[src/rtl/mult_pkg.sv]
// Shared types and constants for the HI/LO multiplier.
// MULT_RADIX4_EN selects two multiplier bits per CALC cycle.
package mult_pkg;

  localparam int MULT_WIDTH = 32;

  typedef enum logic [1:0] {
    IDLE,
    CALC,
    FIX
  } state_t;

  localparam int STEPS_R2 = MULT_WIDTH;
  localparam int STEPS_R4 = MULT_WIDTH / 2;

`ifdef MULT_RADIX4_EN
  localparam int STEP_BITS = 2;
  localparam int MULT_STEPS = STEPS_R4;
`else
  localparam int STEP_BITS = 1;
  localparam int MULT_STEPS = STEPS_R2;
`endif

  localparam int CNT_W = $clog2(MULT_STEPS);

endpackage

[src/rtl/mult_step.sv]
// One shift-add iteration of the unsigned multiplier.
// MULT_RADIX4_EN: consumes two multiplier bits using a precomputed 3x term.
module mult_step
  import mult_pkg::*;
#(
  parameter int WIDTH = MULT_WIDTH
) (
  input  logic [2*WIDTH-1:0]   acc,
  input  logic [STEP_BITS-1:0] mbits,
`ifdef MULT_RADIX4_EN
  input  logic [WIDTH+1:0]     mcand3,
`endif
  input  logic [WIDTH-1:0]     mcand,
  output logic [2*WIDTH-1:0]   accNext
);

  localparam int AW = 2 * WIDTH;

`ifdef MULT_RADIX4_EN
  logic [WIDTH+1:0] addend;
  logic [WIDTH+1:0] sum;

  // Pick 0/1x/2x/3x, add into the upper half, shift by two.
  always_comb begin
    addend = '0;
    unique case (mbits)
      2'd0: addend = '0;
      2'd1: addend = {2'b00, mcand};
      2'd2: addend = {1'b0, mcand, 1'b0};
      2'd3: addend = mcand3;
      default: addend = '0;
    endcase
    sum = {2'b00, acc[AW-1:WIDTH]} + addend;
    accNext = AW'({sum, acc[WIDTH-1:0]} >> 2);
  end
`else
  logic [WIDTH:0] sum;

  // Conditionally add the multiplicand, shift carry+acc by one.
  always_comb begin
    sum = {1'b0, acc[AW-1:WIDTH]};
    if (mbits[0]) sum = sum + {1'b0, mcand};
    accNext = AW'({sum, acc[WIDTH-1:0]} >> 1);
  end
`endif

endmodule

[src/rtl/mult_unit.sv]
// Iterative MULT/MULTU unit owning HI/LO; pve is low while busy.
// MULT_RADIX4_EN halves CALC length; results are identical.
module mult_unit
  import mult_pkg::*;
#(
  parameter int WIDTH = MULT_WIDTH
) (
  input  logic             clk,
  input  logic             reset_n,
  input  logic             multstartE,
  input  logic             multsignedE,
  input  logic [WIDTH-1:0] srcaE,
  input  logic [WIDTH-1:0] srcbE,
  input  logic             hiwe,
  input  logic             lowe,
  input  logic [WIDTH-1:0] hilowd,
  output logic [WIDTH-1:0] hi,
  output logic [WIDTH-1:0] lo,
  output logic             pve,
  output logic             busy
);

  localparam int STEPS =
    (WIDTH == MULT_WIDTH) ? MULT_STEPS : WIDTH / STEP_BITS;
  localparam int CW =
    (WIDTH == MULT_WIDTH) ? CNT_W : $clog2(STEPS);

  state_t state;
  state_t stateNext;

  logic [CW-1:0]      cnt;
  logic [WIDTH-1:0]   mcand;
  logic [WIDTH-1:0]   mplier;
  logic [WIDTH-1:0]   magA;
  logic [WIDTH-1:0]   magB;
  logic [2*WIDTH-1:0] acc;
  logic [2*WIDTH-1:0] accNext;
  logic [2*WIDTH-1:0] result;
  logic               neg;
  logic               negIn;
  logic               lastStep;

`ifdef MULT_RADIX4_EN
  logic [WIDTH+1:0] mcand3;
  logic [WIDTH+1:0] mcand3In;
  assign mcand3In = {2'b00, magA} + {1'b0, magA, 1'b0};
`endif

  assign magA = (multsignedE && srcaE[WIDTH-1]) ? -srcaE : srcaE;
  assign magB = (multsignedE && srcbE[WIDTH-1]) ? -srcbE : srcbE;
  assign negIn = multsignedE & (srcaE[WIDTH-1] ^ srcbE[WIDTH-1]);
  assign lastStep = (cnt == CW'(STEPS - 1));
  assign result = neg ? -acc : acc;
  assign pve = (state == IDLE);
  assign busy = ~pve;

  mult_step #(
    .WIDTH(WIDTH)
  ) uStep (
    .acc    (acc),
    .mbits  (mplier[STEP_BITS-1:0]),
`ifdef MULT_RADIX4_EN
    .mcand3 (mcand3),
`endif
    .mcand  (mcand),
    .accNext(accNext)
  );

  // State register.
  always_ff @(posedge clk or negedge reset_n) begin
    if (!reset_n) state <= IDLE;
    else          state <= stateNext;
  end

  // Next state; a start in any state (re)launches CALC.
  always_comb begin
    stateNext = state;
    unique case (state)
      IDLE: if (multstartE) stateNext = CALC;
      CALC: begin
        if (multstartE)    stateNext = CALC;
        else if (lastStep) stateNext = FIX;
      end
      FIX: stateNext = multstartE ? CALC : IDLE;
      default: stateNext = IDLE;
    endcase
  end

  // Operand latch and shift-add datapath.
  always_ff @(posedge clk or negedge reset_n) begin
    if (!reset_n) begin
      mcand  <= '0;
      mplier <= '0;
      neg    <= 1'b0;
      acc    <= '0;
      cnt    <= '0;
`ifdef MULT_RADIX4_EN
      mcand3 <= '0;
`endif
    end else if (multstartE) begin
      mcand  <= magA;
      mplier <= magB;
      neg    <= negIn;
      acc    <= '0;
      cnt    <= '0;
`ifdef MULT_RADIX4_EN
      mcand3 <= mcand3In;
`endif
    end else if (state == CALC) begin
      acc    <= accNext;
      mplier <= mplier >> STEP_BITS;
      cnt    <= cnt + 1'b1;
    end
  end

  // HI/LO: product on FIX, MTHI/MTLO only while idle.
  always_ff @(posedge clk or negedge reset_n) begin
    if (!reset_n) begin
      hi <= '0;
      lo <= '0;
    end else if (state == FIX && !multstartE) begin
      hi <= result[2*WIDTH-1:WIDTH];
      lo <= result[WIDTH-1:0];
    end else if (!busy) begin
      if (hiwe) hi <= hilowd;
      if (lowe) lo <= hilowd;
    end
  end

endmodule

[config.mk]
export PLATFORM = sky130hd
export DESIGN_NAME = mult_unit
export DESIGN_NICKNAME = d
export VERILOG_FILES = /design/src/rtl/mult_pkg.sv /design/src/rtl/mult_step.sv /design/src/rtl/mult_unit.sv
export SDC_FILE = /design/constraint.sdc
export NUM_CORES = 1
export LEC_CHECK = 0
export BUFFER_PORTS_ARGS = -buffer_cell sky130_fd_sc_hd__buf_2
export CAP_MARGIN = 20
export CORE_MARGIN = 4
export CORE_UTILIZATION = 43
export DETAILED_ROUTE_END_ITERATION = 12
export SKIP_LAST_GASP = 1
export SYNTH_ARGS = -nofsm -noshare
export SYNTH_HDL_FRONTEND = slang
export SYNTH_SLANG_ARGS = --single-unit
[constraint.sdc]
create_clock -name clk -period 6.7 [get_ports clk]
set_clock_uncertainty 0.1 [all_clocks]
set_input_delay 0 -clock clk [delete_from_list [all_inputs] [get_ports clk]]
set_output_delay 0 -clock clk [all_outputs]
set_load 0.01 [all_outputs]
==> reports/summary.json, run 1 <==
{
  "initial_antenna_violation_count": {"value": 0},
  "grt_first_pass_wirelength": {"value": 60400, "unit": "um"},
  "worst-endpoint-required": {"value": 6.93, "unit": "ns"},
  "ys_ff_latch": {"value": 200},
  "rr_worst_depth": {"value": 10},
  "tot_gr_track_use": {"value": 0.218},
  "die-height": {"value": 183, "unit": "um"},
  "slew_headroom": {"value": 0.287},
  "final_max_slew_viol_count": {"value": 0},
  "drt-wirelength-per-cell": {"value": 17.2, "unit": "um"},
  "critical_path.n_buffers_inverters": {"value": 1},
  "syn_inst": {"value": 1541},
  "power.ir.vdd_worst": {"value": 0.000197, "unit": "V"},
  "yosys.area.top_type_share": {"value": 0.379},
  "p_int": {"value": 2.54, "unit": "mW"},
  "tritoncts": {"value": "done"},
  "p_clk_frac": {"value": 0.241},
  "grt_setup_unrepaired": {"value": "no"},
  "synth.yosys.seq_area_share": {"value": 0.379},
  "synth_top_area_cell": {"value": "dfrtp_1"},
  "dp_hpwl": {"value": 26100, "unit": "um"},
  "post_synth_main_area_contributors": {"value": "dfrtp_1, a21oi_1, nand2_1"},
  "combPwrFrac": {"value": 0.383},
  "postCtsResizedCells": {"value": 0},
  "grt_max_degree": {"value": 111},
  "cts_num_sinks": {"value": 200},
  "power": {"value": 4.20, "unit": "mW"},
  "finalWorstPathRequiredPeriod": {"value": 3.11, "unit": "ns"},
  "switching_share_of_total_power": {"value": 0.396},
  "cts_inserted_buffers": {"value": 17},
  "hold_class": {"value": "in -> async"},
  "floorplan.initialDensity": {"value": 0.441},
  "critical_path_class": {"value": "reg -> reg"},
  "timing.critical_path.to_type": {"value": "flop"},
  "top_signal_layer_used": {"value": "met4"},
  "syn-cell-area": {"value": 13200, "unit": "um2"},
  "setup_tns": {"value": 0, "unit": "ns"},
  "clock_pin_slew_reported_for_the_worst_setup_and_hold_paths_after_clock_tree_synthesis": {"value": 0.08, "unit": "ns"},
  "stdcell_count": {"value": 2158},
  "remaining_antenna_violation_count": {"value": 0},
  "drt-vias-per-instance": {"value": 5.56},
  "vias": {"value": 12000},
  "floorplan_core_area": {"value": 30000, "unit": "um2"},
  "whs": {"value": -0.0132, "unit": "ns"},
  "p_leak": {"value": 6.85, "unit": "nW"},
  "timing.max_cap.violations": {"value": 0},
  "period_share": {"value": 0.464},
  "cts_post_setup_buffers_inserted": {"value": 0},
  "floorplan.die.width": {"value": 183, "unit": "um"},
  "synth_ff_type": {"value": "dfrtp_1"},
  "placed_cells": {"value": 2009},
  "routed_wirelength": {"value": 37200, "unit": "um"},
  "synth.avg_cell_area": {"value": 8.58, "unit": "um2"},
  "worst_ep_arrival_time": {"value": 3.33, "unit": "ns"},
  "synthTopCellsByCount": {"value": "dfrtp_1, nand2_1, a21oi_1, nor2_1, o21ai_0"},
  "critPathMaxStageDelay": {"value": 0.50, "unit": "ns"},
  "io_buffers": {"value": 167},
  "final_net_count": {"value": 1896},
  "detailedRoute.firstPassIterationCount": {"value": 7},
  "mappedNetlistNets": {"value": 1681},
  "synth_enable_flop_cells": {"value": 0},
  "place_ws": {"value": 3.63, "unit": "ns"},
  "finalWorstSetupSlack": {"value": 3.59, "unit": "ns"},
  "wl_met1": {"value": 18400, "unit": "um"},
  "ctsHtreeMaxLevel": {"value": 4},
  "final_layout_size_suffix_gt1_frac": {"value": 0.135},
  "cts_hold_buffers": {"value": 118},
  "pwr_density": {"value": 262, "unit": "nW/um2"},
  "clockBufferDepth": {"value": 2},
  "globalRoute.totalOverflow": {"value": 0},
  "violated_checks": {"value": "hold timing"},
  "critical_path.startpoint_type": {"value": "flop"},
  "met3RoutedLength": {"value": 1830, "unit": "um"},
  "synthesis.yosys.warnings": {"value": 0},
  "postSynth.asyncResetShare": {"value": 1.00},
  "place_congestion": {"value": 0.903},
  "worstMarginPinSlew": {"value": 1.07, "unit": "ns"},
  "power.sequential.fraction": {"value": 0.376},
  "timing.critical_path.fanout_max": {"value": 6},
  "vias_in_the_first_global_route": {"value": 11300},
  "post-synth-top-count-cell": {"value": "dfrtp_1"},
  "drc": {"value": 0},
  "p_sw": {"value": 1.67, "unit": "mW"},
  "latest_clock_arrival_within_the_worst_skew_pair": {"value": 0.45, "unit": "ns"},
  "drt-initial-drc-count": {"value": 809},
  "antenna_cells_inserted": {"value": 0},
  "synthDistinctLibCells": {"value": 65},
  "clock.fmax": {"value": 0.322, "unit": "GHz"},
  "setup_viol": {"value": 0},
  "cts-root-buf": {"value": "clkbuf_16"},
  "io_pins": {"value": 168},
  "site_rows": {"value": 63},
  "syn2layout_area_growth": {"value": 21.3, "unit": "%"},
  "crit_chain": {"value": "ha_1 > inv_1 > fa_1 > nor2b_1 > o2111a_1 > o2111ai_1 > o211ai_1 > a32o_1 > nor3_1 > or3_1"},
  "dieArea": {"value": 33600, "unit": "um2"},
  "fillCellCount": {"value": 2848},
  "report.final.hold_viol_count": {"value": 7},
  "critPathTopFamily": {"value": "compound AO/OA/AOI/OAI gates"},
  "critPathSlowestCell": {"value": "o211ai_1"},
  "outcome": {"value": "finished with violations"},
  "met2WireLength": {"value": 16400, "unit": "um"},
  "timing.critical_path.depth": {"value": 10}
}
## worst reg2reg max path, stage by stage (launching register included)
cell and delay (ns):
dfrtp_1 0.47, ha_1 0.24, inv_1 0.06, fa_1 0.41, nor2b_1 0.18, o2111a_1 0.21, o2111ai_1 0.18, o211ai_1 0.50
a32o_1 0.28, nor3_1 0.07, or3_1 0.30
## cells in the final DEF (no fill, tap or decap), types with 9 or more instances in the layout
cell type	netlist	final
a31oi_1	14	14
dlygate4sd3_1	0	118
a21oi_1	180	180
nor2b_1	40	39
o21ai_0	93	93
a21o_1	9	9
nor2_1	103	103
buf_2	0	165
xor2_1	76	76
clkbuf_16	0	17
inv_1	25	25
o21ai_1	11	11
nor3b_1	15	14
dfrtp_1	200	199
o31ai_1	29	29
nor3_1	29	29
buf_4	0	11
or3_1	15	15
and2_1	20	18
nand4_1	12	12
ha_1	37	37
nand3_1	23	23
mux2i_1	59	59
o41ai_1	9	9
o22ai_1	9	9
nand2_1	190	190
xnor2_1	73	73
a211oi_1	66	66
## flip-flops by register name, indices dropped and copies added (netlist names)
register and flops:
hi 32, cnt 5, mcand 32, lo 32
neg 1, state 2, acc 64, mplier 32
## final timing paths
| check | start | slack (ns) | endpoint |
|---|---|---|---|
| setup / recovery | acc[32] | 3.59 | acc[61] |
| hold reg to reg | cnt[4] | 0.43 | cnt[4] |
| min in group clk | srcaE[26] | 0.28 | mcand[26] |
| max in group asynchronous | reset_n | 5.16 | acc[57] |
| setup reg to reg | acc[32] | 3.59 | acc[61] |
| hold / removal | reset_n | -0.01 | lo[5] |
## per-stage QoR
| stage | hold WS, ns | util | instance area (um2) |
|---|---|---|---|
| 6_report | -0.0132 | 0.535 | 16000 |
| 5_1_grt | 0.0446 | 0.535 | 16000 |
| 4_1_cts | 0.0115 | 0.535 | 16000 |
| 3_5_place_dp | -0.0763 | 0.477 | 14300 |
| 3_3_place_gp | -0.0747 | 0.477 | 14300 |
| 2_1_floorplan | -0.396 | - | 13200 |
## layer usage
layer / track usage / vias to the layer above
li1: - / 5951
met1: 0.335 / 5704
met2: 0.329 / 304
met3: 0.0292 / 38
met4: 0.0468 / 0
met5: 0 / -
## logic make-up after synthesis
kind of cell | share of synthesized area
AND/OR/NAND/NOR | 0.187
AO/OA/AOI/OAI | 0.217
flip-flops | 0.379
XOR/XNOR | 0.0987
buffers and inverters | 0.0355
multiplexers | 0.0464
adder cells (fa/ha/maj) | 0.0365
## power groups by stage
stage,Sequential [mW],Clock [mW],Combinational (mW)
2_1_floorplan,1.54,0,1.10
3_3_place_gp,1.59,0,1.52
3_5_place_dp,1.60,0,1.53
4_1_cts,1.58,1.03,1.60
5_1_grt,1.60,1.08,1.79
6_report,1.58,1.01,1.61
## area by class of cell
cell class,count,area (um2),area share
multi-input combinational,1216,7760,0.484
sequential,200,5010,0.312
timing repair buffer,296,2110,0.132
tap,390,488,0.0304
clock buffer,17,425,0.0265
clock inverter,14,141,0.00882
inverter,25,93.8,0.00585
(Power assumes the default switching activity.)
==> inputs of run 2 (changes only) <==
==> constraint.sdc (replaced) <==
create_clock -name clk -period 2.9 [get_ports clk]
set_clock_uncertainty 0.1 [all_clocks]
set_input_delay 0 -clock clk [delete_from_list [all_inputs] [get_ports clk]]
set_output_delay 0 -clock clk [all_outputs]
set_load 0.01 [all_outputs]
==> reports/summary.json, run 2 (synthesis results as in run 1) <==
{
  "clock_pin_slew_reported_for_the_worst_setup_and_hold_paths_after_clock_tree_synthesis": {"value": 0.08, "unit": "ns", "change": "about the same"},
  "routed_wirelength": {"value": 38900, "unit": "um", "change": "+4.5%"},
  "p_leak": {"value": 7.22, "unit": "nW", "change": "+5.5%"},
  "final_net_count": {"value": 1970, "change": "+3.9%"},
  "most-common-layout-cells": {"value": "dfrtp_1, nand2_1, a21oi_1, buf_2, dlygate4sd3_1"},
  "layout_commonest_cell": {"value": "dfrtp_1"},
  "hold_class": {"value": "in -> async"},
  "setup_tns": {"value": 0, "unit": "ns", "change": "unchanged"},
  "setup_viol": {"value": 0, "change": "unchanged"},
  "outcome": {"value": "complete, no violations"},
  "fin_util": {"value": 0.558, "change": "+0.0228"},
  "grt_setup_unrepaired": {"value": "yes"},
  "critical_path.n_buffers_inverters": {"value": 3, "change": "+2"},
  "drt-initial-drc-count": {"value": 922, "change": "+14%"},
  "report.final.hold_viol_count": {"value": 0, "change": "-7"},
  "cts_inserted_buffers": {"value": 17, "change": "unchanged"},
  "grt_max_degree": {"value": 81, "change": "-27%"},
  "largest_register_ff_count": {"value": 64, "change": "unchanged"},
  "largest-register": {"value": "acc"},
  "io_pins": {"value": 168, "change": "unchanged"},
  "globalRoute.totalOverflow": {"value": 0, "change": "unchanged"},
  "power.ir.vdd_worst": {"value": 0.000466, "unit": "V", "change": "+140%"},
  "latest_clock_arrival_within_the_worst_skew_pair": {"value": 0.44, "unit": "ns", "change": "about the same"},
  "fillCellCount": {"value": 2808, "change": "-1.4%"},
  "worstMarginPinSlew": {"value": 0.771, "unit": "ns", "change": "-0.298 ns"},
  "final_max_slew_viol_count": {"value": 0, "change": "unchanged"},
  "detailedRoute.firstPassIterationCount": {"value": 5, "change": "-2"},
  "final_layout_size_suffix_gt1_frac": {"value": 0.173, "change": "+0.0376"},
  "die-height": {"value": 183, "unit": "um", "change": "unchanged"},
  "timing.critical_path.fanout_max": {"value": 4, "change": "-2"},
  "io_buffers": {"value": 167, "change": "unchanged"},
  "vias_in_the_first_global_route": {"value": 11800, "change": "+3.9%"},
  "remaining_antenna_violation_count": {"value": 0, "change": "unchanged"},
  "timing.critical_path.depth": {"value": 10, "change": "unchanged"},
  "regToRegSetupSlack": {"value": 0.10, "unit": "ns", "change": "-3.49 ns"},
  "finalWorstPathRequiredPeriod": {"value": 2.84, "unit": "ns"},
  "pwr_density": {"value": 602, "unit": "nW/um2", "change": "+130%"},
  "tritoncts": {"value": "done"},
  "critPathMaxStageDelay": {"value": 0.58, "unit": "ns", "change": "+0.08 ns"},
  "site_rows": {"value": 63, "change": "unchanged"},
  "worst-endpoint-required": {"value": 3.11, "unit": "ns", "change": "-3.82 ns"},
  "vias": {"value": 12500, "change": "+3.8%"},
  "ctsHtreeMaxLevel": {"value": 4, "change": "unchanged"},
  "clock.fmax": {"value": 0.352, "unit": "GHz"},
  "tot_gr_track_use": {"value": 0.227, "change": "+0.00932"},
  "critical_path.startpoint_type": {"value": "input pin"},
  "clockBufferDepth": {"value": 2, "change": "unchanged"},
  "drt-vias-per-instance": {"value": 5.58, "change": "+0.40%"},
  "period_share": {"value": 0.980},
  "cts-root-buf": {"value": "clkbuf_16"},
  "timing.critical_path.to_type": {"value": "flop"},
  "drc": {"value": 0, "change": "unchanged"},
  "syn2layout_area_growth": {"value": 26.5, "unit": "%"},
  "rr_worst_depth": {"value": 7, "change": "-3"},
  "floorplan.die.width": {"value": 183, "unit": "um", "change": "unchanged"},
  "dp_hpwl": {"value": 27700, "unit": "um", "change": "+6.4%"},
  "critical_path_class": {"value": "in -> reg"},
  "floorplan_core_area": {"value": 30000, "unit": "um2", "change": "unchanged"},
  "critPathTopFamily": {"value": "buffers and inverters"},
  "initial_antenna_violation_count": {"value": 0, "change": "unchanged"},
  "crit_chain": {"value": "dlygate4sd3_1 > buf_2 > or3_1 > or3_1 > nor2_2 > nand3_1 > o41ai_2 > xor2_1 > dlygate4sd3_1 > a21oi_1"},
  "antenna_cells_inserted": {"value": 0, "change": "unchanged"},
  "place_congestion": {"value": 0.920, "change": "+1.8%"},
  "dieArea": {"value": 33600, "unit": "um2", "change": "unchanged"},
  "slew_headroom": {"value": 0.486, "change": "+0.199"},
  "worst_ep_arrival_time": {"value": 3.05, "unit": "ns", "change": "-0.28 ns"},
  "floorplan.initialDensity": {"value": 0.441, "change": "unchanged"},
  "critPathSlowestCell": {"value": "dlygate4sd3_1"},
  "grt_first_pass_wirelength": {"value": 62500, "unit": "um", "change": "+3.4%"},
  "timing.max_cap.violations": {"value": 0, "change": "unchanged"},
  "drt-wirelength-per-cell": {"value": 17.4, "unit": "um", "change": "+1.1%"},
  "cts_num_sinks": {"value": 200, "change": "unchanged"}
}
==> run 2: changes by cell type in the layout (fill, tap and decap cells not counted), sizes merged <==
cell / delta
buf: +63
bufinv: +1
clkinv: -2
clkinvlp: +1
dlygate4sd3: +11
inv: -1
==> run 2: area by class of cell <==
class,instances,area (um2),share of cell area
clock buffer,17,425,0.0254
clock inverter,13,141,0.00846
inverter,25,93.8,0.00561
multi-input combinational,1216,7840,0.469
sequential,200,5010,0.300
tap,390,488,0.0292
timing repair buffer,370,2720,0.163
==> run 2: metrics by stage <==
step           setup WS (ns)  hold slack, ns  instance area [um2]  power, mW  cells
2_1_floorplan          0.221          -0.396                13200       6.11   1541
3_3_place_gp           0.126         -0.0641                14700       7.49   2066
3_5_place_dp          0.0340         -0.0501                14700       7.51   2066
4_1_cts              0.00693          0.0287                16600       10.0   2225
5_1_grt              -0.0593          0.0479                16700       10.7   2231
6_report              0.0580          0.0133                16700       10.1   2231
==> run 2: repair_timing <==
| action | 4_1_cts | 5_1_grt |
|---|---|---|
| setup endpoints to repair | 0 | 25 |
| buffers inserted | 0 | 6 |
| gates resized for setup | 0 | 19 |
| hold buffers | 129 | 0 |
| endpoints found under the hold margin | 316 | 0 |
==> run 2: final timing paths <==
path | start | end
max reg2reg | acc[26] | hi[31]
max | srcbE[8] | mplier[29]
max in group asynchronous | reset_n | neg
min reg2reg | mcand[0] | mcand[0]
min in group clk | hiwe | hi[21]
min | reset_n | lo[7]
==> run 2: power breakdown <==
part           switching (mW)  internal (mW)  leakage [nW]
sequential              0.390           3.15          2.53
combinational            2.33           1.84          4.42
clock                    1.14           1.21         0.269
==> run 2: layer usage <==
layer	track usage	routed length (um)
met5	0	0
met2	0.342	17100
met3	0.0278	2100
met1	0.352	19100
met4	0.0489	556
==> inputs of run 3 (changes only) <==
--- a/config.mk
+++ b/config.mk
@@ -9,6 +9,7 @@
 export CAP_MARGIN = 20
 export CORE_MARGIN = 4
 export CORE_UTILIZATION = 43
+export CTS_BUF_LIST = sky130_fd_sc_hd__clkbuf_4 sky130_fd_sc_hd__clkbuf_8
 export DETAILED_ROUTE_END_ITERATION = 12
 export SKIP_LAST_GASP = 1
 export SYNTH_ARGS = -nofsm -noshare
==> constraint.sdc (replaced) <==
create_clock -name clk -period 3.11 [get_ports clk]
set_clock_uncertainty 0.1 [all_clocks]
set_input_delay 0 -clock clk [delete_from_list [all_inputs] [get_ports clk]]
set_output_delay 0 -clock clk [all_outputs]
set_load 0.01 [all_outputs]
==> reports/summary.json, run 3 (synthesis results as in run 1) <==
{
  "remaining_antenna_violation_count": {"value": 0, "change": "unchanged"},
  "p_leak": {"value": 7.14, "unit": "nW", "change": "-1.1%"},
  "vias_in_the_first_global_route": {"value": 12100, "change": "+2.6%"},
  "clock.fmax": {"value": 0.329, "unit": "GHz"},
  "p_clk_frac": {"value": 0.187, "change": "-0.046"},
  "cts_inserted_buffers": {"value": 17, "change": "unchanged"},
  "dp_hpwl": {"value": 27300, "unit": "um", "change": "-1.6%"},
  "switching_share_of_total_power": {"value": 0.406, "change": "+0.0222"},
  "p_int": {"value": 5.24, "unit": "mW", "change": "-15%"},
  "worst_ep_arrival_time": {"value": 3.28, "unit": "ns", "change": "+0.23 ns"},
  "cts_num_sinks": {"value": 200, "change": "unchanged"},
  "rr_worst_depth": {"value": 7, "change": "unchanged"},
  "most-common-layout-cells": {"value": "dfrtp_1, nand2_1, a21oi_1, dlygate4sd3_1, buf_2"},
  "initial_antenna_violation_count": {"value": 0, "change": "unchanged"},
  "drt-wirelength-per-cell": {"value": 17.4, "unit": "um", "change": "+0.18%"},
  "timing.critical_path.to_type": {"value": "flop"},
  "ctsHtreeMaxLevel": {"value": 4, "change": "unchanged"},
  "tritoncts": {"value": "done"},
  "timing.max_cap.violations": {"value": 0, "change": "unchanged"},
  "slew_headroom": {"value": 0.479, "change": "-0.00693"},
  "timing.critical_path.fanout_max": {"value": 4, "change": "unchanged"},
  "combPwrFrac": {"value": 0.437, "change": "+0.022"},
  "timing.rr.start": {"value": "acc[20]"},
  "finalWorstPathRequiredPeriod": {"value": 3.04, "unit": "ns"},
  "floorplan.initialDensity": {"value": 0.441, "change": "unchanged"},
  "drt-initial-drc-count": {"value": 960, "change": "+4.1%"},
  "site_rows": {"value": 63, "change": "unchanged"},
  "drt-vias-per-instance": {"value": 5.61, "change": "+0.53%"},
  "clock_pin_slew_reported_for_the_worst_setup_and_hold_paths_after_clock_tree_synthesis": {"value": 0.12, "unit": "ns", "change": "+0.04 ns"},
  "dieArea": {"value": 33600, "unit": "um2", "change": "unchanged"},
  "pwr_density": {"value": 529, "unit": "nW/um2", "change": "-12%"},
  "grt_max_degree": {"value": 104, "change": "+28%"},
  "setup_tns": {"value": 0, "unit": "ns", "change": "unchanged"},
  "die-height": {"value": 183, "unit": "um", "change": "unchanged"},
  "outcome": {"value": "finished with violations"},
  "startpoint": {"value": "srcbE[8]"},
  "globalRoute.totalOverflow": {"value": 0, "change": "unchanged"},
  "cts-root-buf": {"value": "clkbuf_8"},
  "syn2layout_area_growth": {"value": 26.2, "unit": "%"},
  "drc": {"value": 0, "change": "unchanged"},
  "final_layout_size_suffix_gt1_frac": {"value": 0.152, "change": "-0.0209"},
  "crit_path_end": {"value": "mplier[17]"},
  "regToRegSetupSlack": {"value": 0.21, "unit": "ns", "change": "+0.11 ns"},
  "report.final.hold_viol_count": {"value": 4, "change": "+4"},
  "latest_clock_arrival_within_the_worst_skew_pair": {"value": 0.48, "unit": "ns", "change": "+0.04 ns"},
  "critical_path_class": {"value": "in -> reg"},
  "largest-register": {"value": "acc"},
  "grt_first_pass_wirelength": {"value": 63400, "unit": "um", "change": "+1.5%"},
  "worstReg2RegEnd": {"value": "hi[31]"},
  "clockBufferDepth": {"value": 2, "change": "unchanged"},
  "io_pins": {"value": 168, "change": "unchanged"},
  "floorplan.die.width": {"value": 183, "unit": "um", "change": "unchanged"},
  "detailedRoute.firstPassIterationCount": {"value": 5, "change": "unchanged"},
  "whs": {"value": -0.0144, "unit": "ns", "change": "-0.0277 ns"},
  "worstMarginPinSlew": {"value": 0.780, "unit": "ns", "change": "+0.00850 ns"},
  "largest_register_ff_count": {"value": 64, "change": "unchanged"},
  "period_share": {"value": 0.979},
  "floorplan_core_area": {"value": 30000, "unit": "um2", "change": "unchanged"},
  "worst-endpoint-required": {"value": 3.34, "unit": "ns", "change": "+0.23 ns"},
  "routed_wirelength": {"value": 39100, "unit": "um", "change": "+0.63%"},
  "hold_class": {"value": "in -> async"},
  "antenna_cells_inserted": {"value": 0, "change": "unchanged"},
  "final_net_count": {"value": 1979, "change": "+0.46%"},
  "final_max_slew_viol_count": {"value": 0, "change": "unchanged"},
  "violated_checks": {"value": "hold timing"},
  "critical_path.startpoint_type": {"value": "input pin"},
  "fillCellCount": {"value": 2743, "change": "-2.3%"},
  "grt_setup_unrepaired": {"value": "yes"},
  "p_sw": {"value": 3.59, "unit": "mW", "change": "-7.2%"},
  "place_congestion": {"value": 0.916, "change": "-0.39%"},
  "power.sequential.fraction": {"value": 0.376, "change": "+0.024"},
  "vias": {"value": 12600, "change": "+0.98%"},
  "io_buffers": {"value": 167, "change": "unchanged"},
  "tot_gr_track_use": {"value": 0.229, "change": "+0.00165"},
  "power.ir.vdd_worst": {"value": 0.000279, "unit": "V", "change": "-40%"},
  "setup_viol": {"value": 0, "change": "unchanged"},
  "layout_commonest_cell": {"value": "dfrtp_1"}
}
run 3: cell types whose count changed in the layout (fill, tap and decap cells not counted), sizes merged, moves of 2 or more:
cell         change
dlygate4sd3     +39
buf             -30
clkinvlp         -2
inv              +2
run 3: worst max-delay path: stages:
cell and delay, ns:
dlygate4sd3_1 0.53, buf_2 0.14, or3_1 0.41, or3_4 0.37
nor2_2 0.22, a21oi_1 0.15, xor2_1 0.17, dlygate4sd3_1 0.59
nand2_1 0.08, dlygate4sd3_1 0.54, o21ai_0 0.07
run 3: layer usage:
metal,share of wire,GRT usage
met1,0.48,0.346
met2,0.44,0.350
met3,0.058,0.0256
met4,0.021,0.0605
met5,0,0
run 3: metrics by stage:
stage | utilization | setup WS, ns | total power, mW | instances | cell area (um2)
floorplan | - | 0.431 | 5.69 | 1541 | 13200
CTS | 0.556 | 0.0156 | 8.82 | 2242 | 16600
global route | 0.557 | -0.0476 | 9.43 | 2241 | 16700
detailed placement | 0.486 | 0.243 | 6.93 | 2042 | 14600
global placement | 0.486 | 0.323 | 6.90 | 2042 | 14600
finish | 0.557 | 0.0660 | 8.83 | 2241 | 16700
run 3: power by group through the flow:
stage	registers [mW]	logic, mW	clock network [mW]
2_1_floorplan	3.31	2.38	0
3_3_place_gp	3.35	3.55	0
3_5_place_dp	3.36	3.58	0
4_1_cts	3.31	3.82	1.70
5_1_grt	3.36	4.28	1.79
6_report	3.32	3.86	1.65
run 3: timing repair:
action                     4_1_cts  5_1_grt
resized for setup                0       11
hold endpoints to repair       291        0
setup endpoints to repair        0       11
hold buffers                   169        0
setup buffers                    0        0
run 3: worst min path at each step:
| stage | end | cells after the start | slack, ns |
|---|---|---|---|
| floorplan | acc[0] | 0 | -0.40 |
| global placement | acc[5] | 1 | -0.03 |
| detailed placement | lo[1] | 1 | -0.02 |
| CTS | acc[5] | 2 | 0.01 |
| global route | acc[5] | 2 | 0.04 |
| finish | acc[5] | 2 | -0.01 |
run 3: layout make-up:
| cell class | instances | area, um2 | share of cell area |
|---|---|---|---|
| clock buffers | 18 | 248 | 0.0149 |
| clock inverters | 13 | 133 | 0.00795 |
| inverters | 25 | 93.8 | 0.00563 |
| multi-input cells | 1216 | 7810 | 0.468 |
| flip-flops and latches | 200 | 5010 | 0.300 |
| well taps | 390 | 488 | 0.0293 |
| repair buffers | 379 | 2900 | 0.174 |
